**src/rtl/ahb_pkg.sv**
```systemverilog
// Shared AHB-Lite encodings and the DMA master state type.
// Pure definitions, no logic or latency.
// No flow control of its own; consumers apply HREADY handling.
package ahb_pkg;

    localparam logic [1:0] HTRANS_IDLE   = 2'b00;
    localparam logic [1:0] HTRANS_NONSEQ = 2'b10;
    localparam logic [2:0] HSIZE_WORD    = 3'b010;
    localparam logic [2:0] HBURST_SINGLE = 3'b000;
    localparam logic [3:0] HPROT_DATA    = 4'b0011;

    typedef enum logic [2:0] {
        IDLE,
        RD_ADDR,
        RD_DATA,
        WR_ADDR,
        WR_DATA,
        DONE
    } dma_state_t;

    function automatic logic [31:0] word_align(input logic [31:0] addr);
        return addr & 32'hFFFF_FFFC;
    endfunction

endpackage

```
**src/rtl/ahb_dma_master.sv**
```systemverilog
// Word-copy DMA engine: moves count words src->dst as single, non-pipelined AHB-Lite read/write pairs.
// Latency: 4 cycles per word plus one DONE cycle, stretched by slave wait states.
// Backpressure: HREADY low freezes every bus output; start is only accepted while idle.
module ahb_dma_master
    import ahb_pkg::*;
#(
    parameter int CNT_W = 16
) (
    input  logic             HCLK,
    input  logic             HRESET,
    input  logic             start,
    input  logic [31:0]      src_addr,
    input  logic [31:0]      dst_addr,
    input  logic [CNT_W-1:0] count,
    output logic             busy,
    output logic             done,
    output logic             error,
    output logic [31:0]      HADDR,
    output logic [1:0]       HTRANS,
    output logic             HWRITE,
    output logic [2:0]       HSIZE,
    output logic [2:0]       HBURST,
    output logic [3:0]       HPROT,
    output logic             HMASTLOCK,
    output logic [31:0]      HWDATA,
    input  logic [31:0]      HRDATA,
    input  logic             HREADY,
    input  logic             HRESP
);

    localparam logic [CNT_W-1:0] CNT_ZERO = '0;
    localparam logic [CNT_W-1:0] CNT_ONE  = CNT_W'(1);

    dma_state_t       state;
    logic [31:0]      src_q;
    logic [31:0]      dst_q;
    logic [CNT_W-1:0] remain_q;
    logic [31:0]      data_q;

    assign HSIZE     = HSIZE_WORD;
    assign HBURST    = HBURST_SINGLE;
    assign HPROT     = HPROT_DATA;
    assign HMASTLOCK = 1'b0;

    // Bus outputs are registered alongside the state so they change only on
    // the edge that moves the FSM; a stalled phase therefore holds them as-is.
    always_ff @(posedge HCLK) begin
        if (HRESET) begin
            state    <= IDLE;
            src_q    <= '0;
            dst_q    <= '0;
            remain_q <= '0;
            data_q   <= '0;
            busy     <= 1'b0;
            done     <= 1'b0;
            error    <= 1'b0;
            HTRANS   <= HTRANS_IDLE;
            HADDR    <= '0;
            HWRITE   <= 1'b0;
            HWDATA   <= '0;
        end else begin
            done <= 1'b0;
            case (state)
                IDLE: begin
                    if (start) begin
                        src_q    <= word_align(src_addr);
                        dst_q    <= word_align(dst_addr);
                        remain_q <= count;
                        error    <= 1'b0;
                        busy     <= 1'b1;
                        if (count == CNT_ZERO) begin
                            state <= DONE;
                            done  <= 1'b1;
                        end else begin
                            state  <= RD_ADDR;
                            HTRANS <= HTRANS_NONSEQ;
                            HADDR  <= word_align(src_addr);
                            HWRITE <= 1'b0;
                        end
                    end
                end
                RD_ADDR: begin
                    if (HREADY) begin
                        state  <= RD_DATA;
                        HTRANS <= HTRANS_IDLE;
                    end
                end
                RD_DATA: begin
                    if (HRESP) begin
                        // Error response: abandon the command, the read data is never written.
                        HTRANS <= HTRANS_IDLE;
                        if (HREADY) begin
                            error <= 1'b1;
                            state <= DONE;
                            done  <= 1'b1;
                        end
                    end else if (HREADY) begin
                        data_q <= HRDATA;
                        state  <= WR_ADDR;
                        HTRANS <= HTRANS_NONSEQ;
                        HADDR  <= dst_q;
                        HWRITE <= 1'b1;
                    end
                end
                WR_ADDR: begin
                    if (HREADY) begin
                        state  <= WR_DATA;
                        HTRANS <= HTRANS_IDLE;
                        HWDATA <= data_q;
                    end
                end
                WR_DATA: begin
                    if (HRESP) begin
                        HTRANS <= HTRANS_IDLE;
                        if (HREADY) begin
                            error  <= 1'b1;
                            HWDATA <= '0;
                            state  <= DONE;
                            done   <= 1'b1;
                        end
                    end else if (HREADY) begin
                        HWDATA   <= '0;
                        src_q    <= src_q + 32'd4;
                        dst_q    <= dst_q + 32'd4;
                        remain_q <= remain_q - CNT_ONE;
                        if (remain_q == CNT_ONE) begin
                            state <= DONE;
                            done  <= 1'b1;
                        end else begin
                            state  <= RD_ADDR;
                            HTRANS <= HTRANS_NONSEQ;
                            HADDR  <= src_q + 32'd4;
                            HWRITE <= 1'b0;
                        end
                    end
                end
                DONE: begin
                    state <= IDLE;
                    busy  <= 1'b0;
                end
                default: begin
                    state  <= IDLE;
                    busy   <= 1'b0;
                    HTRANS <= HTRANS_IDLE;
                end
            endcase
        end
    end

endmodule

```
**config.mk**
```make
export PLATFORM = sky130hd
export DESIGN_NAME = ahb_dma_master
export DESIGN_NICKNAME = d
export VERILOG_FILES = /design/src/rtl/ahb_pkg.sv /design/src/rtl/ahb_dma_master.sv
export SDC_FILE = /design/constraint.sdc
export NUM_CORES = 1
export LEC_CHECK = 0
export CORE_ASPECT_RATIO = 1.75
export CORE_MARGIN = 2
export CORE_UTILIZATION = 45
export DETAILED_ROUTE_END_ITERATION = 8
export HOLD_SLACK_MARGIN = 0.05
export PLACE_DENSITY = 0.72
export SYNTH_ARGS = -nofsm -noshare
export SYNTH_HDL_FRONTEND = slang
export SYNTH_SLANG_ARGS = --single-unit
```
**constraint.sdc**
```tcl
create_clock -name HCLK -period 3.35 [get_ports HCLK]
set_clock_uncertainty 0.15 [all_clocks]
set_input_delay 0.67 -clock HCLK [delete_from_list [all_inputs] [get_ports HCLK]]
set_output_delay 0.67 -clock HCLK [all_outputs]
set_load 0.01 [all_outputs]
```
# After elaboration in Yosys (flattened, before gate mapping)
# Index checks and enable logic that the tools add are counted.
dict set report op_classes {
  bitwise_logic 3
  eq_ne 21
  n_reduce_logical 17
  add_sub_neg 3
  n_mux 64
}
# cell count
set ops {}
lappend ops {{two-way mux 32 bit} 15}
lappend ops {{one-hot mux 32 bit (2 select lines)} 3}
lappend ops {{one-hot mux 32 bit (3 select lines)} 1}
lappend ops {{adder 32 x 3 -> 32 bit, second input constant} 2}
lappend ops {{two-way mux 16 bit} 3}
lappend ops {{one-hot mux 16 bit (2 select lines)} 1}
lappend ops {{two-way mux 3 bit} 10}
lappend ops {{inequality test 2 bit, second input constant} 9}
lappend ops {{two-way mux 1 bit} 17}
lappend ops {{== test 16 x 1 -> 1 bit, second input constant} 1}
lappend ops {{logical NOT 16 bit} 1}
lappend ops {{two-way mux 2 bit} 8}
lappend ops {{subtractor 16 x 1 -> 16 bit, second input constant} 1}
lappend ops {{one-hot mux 3 bit (5 select lines)} 1}
lappend ops {{one-hot mux 2 bit (5 select lines)} 1}
lappend ops {{inequality test 3 bit, second input constant} 3}
lappend ops {{AND reduction 4 bit} 2}
lappend ops {{AND reduction 8 bit} 1}
lappend ops {{AND reduction 7 bit} 1}
lappend ops {{== test 3 x 2 -> 1 bit, second input constant} 2}
lappend ops {{== test 3 bit, second input constant} 2}
lappend ops {{inequality test 2 x 1 -> 1 bit, second input constant} 3}
lappend ops {{one-hot mux 1 bit (3 select lines)} 2}
lappend ops {{AND reduction 3 bit} 2}
lappend ops {{10 further kinds} 16}
dict set report word_totals {
  regBits 185
  output_inout_bits 81
  inputBits 117
  word_cells 120
}

# Logic depth before layout (Yosys ltp)
dict set report logic_depth {
  depth_word 5
  depth_mapped 9
  ltp_nobuf 6
}

# Least setup slack after synthesis
# No wires, ideal clock.
dict set report synth_path {
  path_kind {register to register}
  startpoint {register src_q[3]}
  endpoint {register HADDR[30]}
  path_stages_with_launch 9
  arrival_time_ns 2.104
  n_path_buf 2
  setup_slack_ns 0.961
  setup_time_ns 0.135
  t_required_ns 3.065
  period_less_slack_ns 2.389
  path_cell_list {dfxtp_1 -> ha_1 -> buf_2 -> inv_1 -> or4_1 -> buf_2 -> nor4_4 -> mux2i_1 -> a311oi_2}
}
dict set report synth_between {
  elab_chain_cells 5
}
# item line_no
set synth_rtl {}
lappend synth_rtl {{from (decl)} ahb_dma_master.sv:35} ;# logic [31:0] src_q;
lappend synth_rtl {{from (signal assigned)} ahb_dma_master.sv:66} ;# src_q <= word_align(src_addr);
lappend synth_rtl {{from (signal assigned)} ahb_dma_master.sv:123} ;# src_q <= src_q + 32'd4;
lappend synth_rtl {{adder 32 x 3 -> 32 bit} ahb_dma_master.sv:132} ;# HADDR <= src_q + 32'd4;
lappend synth_rtl {{two-way mux 32 bit} ahb_dma_master.sv:126} ;# if (remain_q == CNT_ONE) begin
lappend synth_rtl {{two-way mux 32 bit} ahb_dma_master.sv:121} ;# end else if (HREADY) begin
lappend synth_rtl {{two-way mux 32 bit} ahb_dma_master.sv:113} ;# if (HRESP) begin
lappend synth_rtl {{one-hot mux 32 bit (3 select lines)} ahb_dma_master.sv:63} ;# case (state)
lappend synth_rtl {{to (signal assigned)} ahb_dma_master.sv:77} ;# HADDR <= word_align(src_addr);
lappend synth_rtl {{to (signal assigned)} ahb_dma_master.sv:101} ;# HADDR <= dst_q;
lappend synth_rtl {{to (signal assigned)} ahb_dma_master.sv:132}
lappend synth_rtl {{to (decl)} ahb_dma_master.sv:18} ;# output logic [31:0] HADDR,
# No other way between the ends. The select of a mux whose other input is x is not followed.
# A chain may end at the register's enable or synchronous reset.

# Final worst setup path
dict set report layout_path {
  startpoint {register state[0]}
  endpoint {register HADDR[24]}
}
dict set report layout_between {
  elab_chain_cells 3
  word_cells_on_any_way 13
  cone_classes {eq/ne: 9; mux: 1; reduce/logical: 3}
}
# item line_no
set layout_rtl {}
lappend layout_rtl {{from (decl)} ahb_dma_master.sv:34} ;# dma_state_t state;
lappend layout_rtl {{from (signal assigned)} ahb_dma_master.sv:49} ;# state <= IDLE;
lappend layout_rtl {{from (signal assigned)} ahb_dma_master.sv:72} ;# state <= DONE;
lappend layout_rtl {{from (signal assigned)} ahb_dma_master.sv:75} ;# state <= RD_ADDR;
lappend layout_rtl {{== test 3 bit, or another cell as far along} ahb_dma_master.sv:63}
lappend layout_rtl {{inequality test 2 bit (no line) or nonzero test 3 bit (tied branches)} --}
lappend layout_rtl {{AND reduction 8 bit (no line)} --}
# Several ways; a longest one is shown, not always the timed one.

==> results.sh <==
export IMPL_die_w_um=115
export IMPL_synthCells=1284
export IMPL_status="finished, final reports clean"
export IMPL_cap_violations=0
export IMPL_grt_pass1_wl_um=50700
export IMPL_hold_violations=0
export IMPL_antenna_found_initial=0
export IMPL_grt_max_degree=164
export IMPL_cts_setup_buffers=0
export IMPL_vias=10252
export IMPL_synthArstFlopShare_pct=0
export IMPL_max_stage_delay_ps=690
export IMPL_n_antenna_cell=0
export IMPL_finalSetupTns_ps=0
export IMPL_drt_pass1_iterations=7
export IMPL_finalCritPeriodShare_pct=84.3
export IMPL_dpl_cell_count=1638
export IMPL_viasPerCell=6.14
export IMPL_swShare_pct=35.3
export IMPL_dpl_hpwl_um=22500
export IMPL_grt_pass1_vias=9701
export IMPL_fin_util_pct=59.0
export IMPL_avgRoutedWirePerCell_um=19.4
export IMPL_yosysTopAreaCellShare_pct=37.2
export IMPL_area_growth_pct=28.3
export IMPL_track_usage_pct=28.2
export IMPL_routed_wl_um=32400
export IMPL_switchingPower_w=0.00258
export IMPL_place_port_buffers=181
export IMPL_ys_seq_elements=179
export IMPL_rsz0062_at_grt="false"
export IMPL_ant_nets=0
export IMPL_hold_start="HWDATA[23]"
export IMPL_leakagePower_nw=4.21
export IMPL_cts_tree="done"
export IMPL_yosysWarnings=0
export IMPL_ys_flop_type="dfxtp_1"
export IMPL_hp_class="reg -> reg"
export IMPL_fmax_ghz=0.354
export IMPL_drive_above_1_share_pct=7.76
export IMPL_cts_buffers=17
export IMPL_initial_utilization_pct=46.0
export IMPL_clock_latency_ps=440
export IMPL_startpoint="state[0]"
export IMPL_die_y_um=198
export IMPL_h_tree_depth=4
export IMPL_worst_ep_arrival_time_ps=2970
export IMPL_io_pins=198
export IMPL_peakVddDrop_mv=0.385
export IMPL_instances_no_fill=1670
export IMPL_gp_congestion=0.992
export IMPL_num_rows=70
export IMPL_internal_power_w=0.00474
export IMPL_powerDensity_nw_per_um2=593
export IMPL_synth_area_per_cell_um2=7.50
export IMPL_holdWs_ps=300
export IMPL_critPathBufInv=1
export IMPL_core_area_um2=20900
export IMPL_cts_root_buf="clkbuf_16"
export IMPL_clock_path_buffers=2
export IMPL_ctsHoldBuffers=0
export IMPL_power_frac_comb_pct=31.3
export IMPL_final_nets=1526
export IMPL_die_area_um2=22600
export IMPL_cts_resized=0
export IMPL_yosys_area_top_type="dfxtp_1"
export IMPL_path_class="reg -> reg"
export IMPL_syn_cell_area_um2=9630
export IMPL_layout_min_cycle_time_ps=2820
export IMPL_setup_violations=0
export IMPL_crit_chain="or3b_4 -> and2_1 -> mux2_2 -> a211oi_1 -> buf_4 -> a211oi_2"
export IMPL_clkTransAtPathRegs_ps=70
export IMPL_timing_rr_start="state[0]"
export IMPL_cp_slowest_cell="or3b_4"
export IMPL_cp_max_fo=42
export IMPL_cpLargestDelayFamily="simple AND/OR/NAND/NOR gates"
export IMPL_max_slew_worst_pin_slew_ps=883
export IMPL_drc=0
export IMPL_slew_headroom_pct=41.1
export IMPL_synth_enable_flop_cells=0
export IMPL_drv_slew=0
export IMPL_synthTopCellsByArea="dfxtp_1, a21oi_1, nand2_1"
export IMPL_drt_iter0_drc=732
export IMPL_cp_start_kind="flop"
export IMPL_seqPwrFrac_pct=37.6
export IMPL_seq_area_frac_synth_pct=37.2
export IMPL_nFillCells=1934
export IMPL_synth_cell_types=73
export IMPL_crit_required_ps=3490
export IMPL_clkSinkCount=179
export IMPL_endpoint_kind="flop"
export IMPL_grt_overflow=0
export IMPL_pwr_share_clk_pct=31.1
-- state kept, by name, summed over array words and instances, names as in the netlist --
signal,count
data_q,32
HTRANS,1
dst_q,30
state,3
busy,1
HWDATA,32
error,1
remain_q,16
HWRITE,1
src_q,30
done,1
HADDR,31
-- cell type report --
| cell class | instances | area [um2] | area share (%) |
|---|---|---|---|
| Clock buffer | 18 | 439 | 3.55 |
| Inverter | 18 | 67.6 | 0.547 |
| Tap cell | 252 | 315 | 2.55 |
| Sequential cell | 179 | 3580 | 29.0 |
| Multi-Input combinational cell | 961 | 5450 | 44.1 |
| Clock inverter | 14 | 220 | 1.78 |
| Timing Repair Buffer | 228 | 2290 | 18.5 |
-- worst reg2reg max path, delay by kind of cell, from the launching register on --
family                 cells  cell delay (ps)
AND/OR/NAND/NOR            2              980
multiplexers               1              260
buffers and inverters      1              220
flip-flops                 1              450
AO/OA/AOI/OAI              2              620
-- cells by family after synthesis --
family	Yosys count	share of synthesized area, %
simple gates	493	25.0
xor+xnor	12	1.09
compound gates	435	28.7
flops	179	37.2
other cells	2	0.0780
mux	5	0.558
fa+ha+maj	4	0.520
buf+inv	154	6.91
-- synthesized netlist by cell type, types with 4 or more instances --
cell type	instances
o21ai_1	8
and2_1	10
o31a_1	6
o211ai_1	4
a22oi_1	25
o31ai_1	13
nor4_1	27
nor3b_1	5
o21a_1	6
a21o_1	4
a31o_2	4
buf_4	13
and3_1	8
xor2_1	7
and4_1	11
o22ai_1	7
a21oi_1	180
inv_1	18
nor2_1	80
a22o_1	6
o21ai_0	64
nand2_1	186
o32ai_1	5
ha_1	4
buf_2	18
xnor2_1	5
nand2b_1	5
dfxtp_1	179
nand4_1	18
nor3_1	28
a221oi_1	10
nand3b_1	6
a31oi_1	16
clkbuf_1	92
nand3_1	75
a311oi_1	21
a211oi_1	23
buf_1	10
or3_1	11
a211oi_2	10
-- layer usage --
layer | GRT usage [%] | wire length (um) | part of all wire [%]
met4 | 16.1 | 1760 | 5.5
met2 | 49.5 | 16500 | 51
met5 | 0 | 0 | 0
met3 | 5.49 | 2210 | 6.8
met1 | 31.4 | 11900 | 37
-- placed cells by master, fill, tap and decap left out, drive strengths merged, types with 20 or more instances in the layout --
cell and count:
clkdlybuf4s50 180, nand4 20, a21oi 180, a311oi 22, a211oi 33, o21ai 72, a22oi 25, buf 48
nor3 28, nor2 80, dfxtp 179, nor4 29, nand3 75, nand2 186, inv 23
-- stage by stage --
stage / total power [W] / setup WS (ps) / area, um2
2_1_floorplan: 0.00414 / 961 / 9670
4_1_cts: 0.00733 / 568 / 12400
5_1_grt: 0.00767 / 480 / 12400
3_3_place_gp: 0.00501 / 298 / 11700
6_report: 0.00732 / 525 / 12400
3_5_place_dp: 0.00506 / 286 / 11700
-- final timing paths --
kind,slack [ps],depth (start not counted),end
setup / recovery,530,6,HADDR[24]
hold / removal,300,2,HWDATA[23]
setup reg to reg,530,6,HADDR[24]
hold reg to reg,300,2,HWDATA[23]
-- power by group through the flow --
stage	logic, W	clock network [W]	registers (W)
5_1_grt	0.00250	0.00237	0.00279
6_report	0.00229	0.00228	0.00276
3_5_place_dp	0.00227	0	0.00279
4_1_cts	0.00228	0.00231	0.00274
3_3_place_gp	0.00223	0	0.00278
2_1_floorplan	0.00144	0	0.00270
Note: power is estimated with default switching activity, not from simulation.
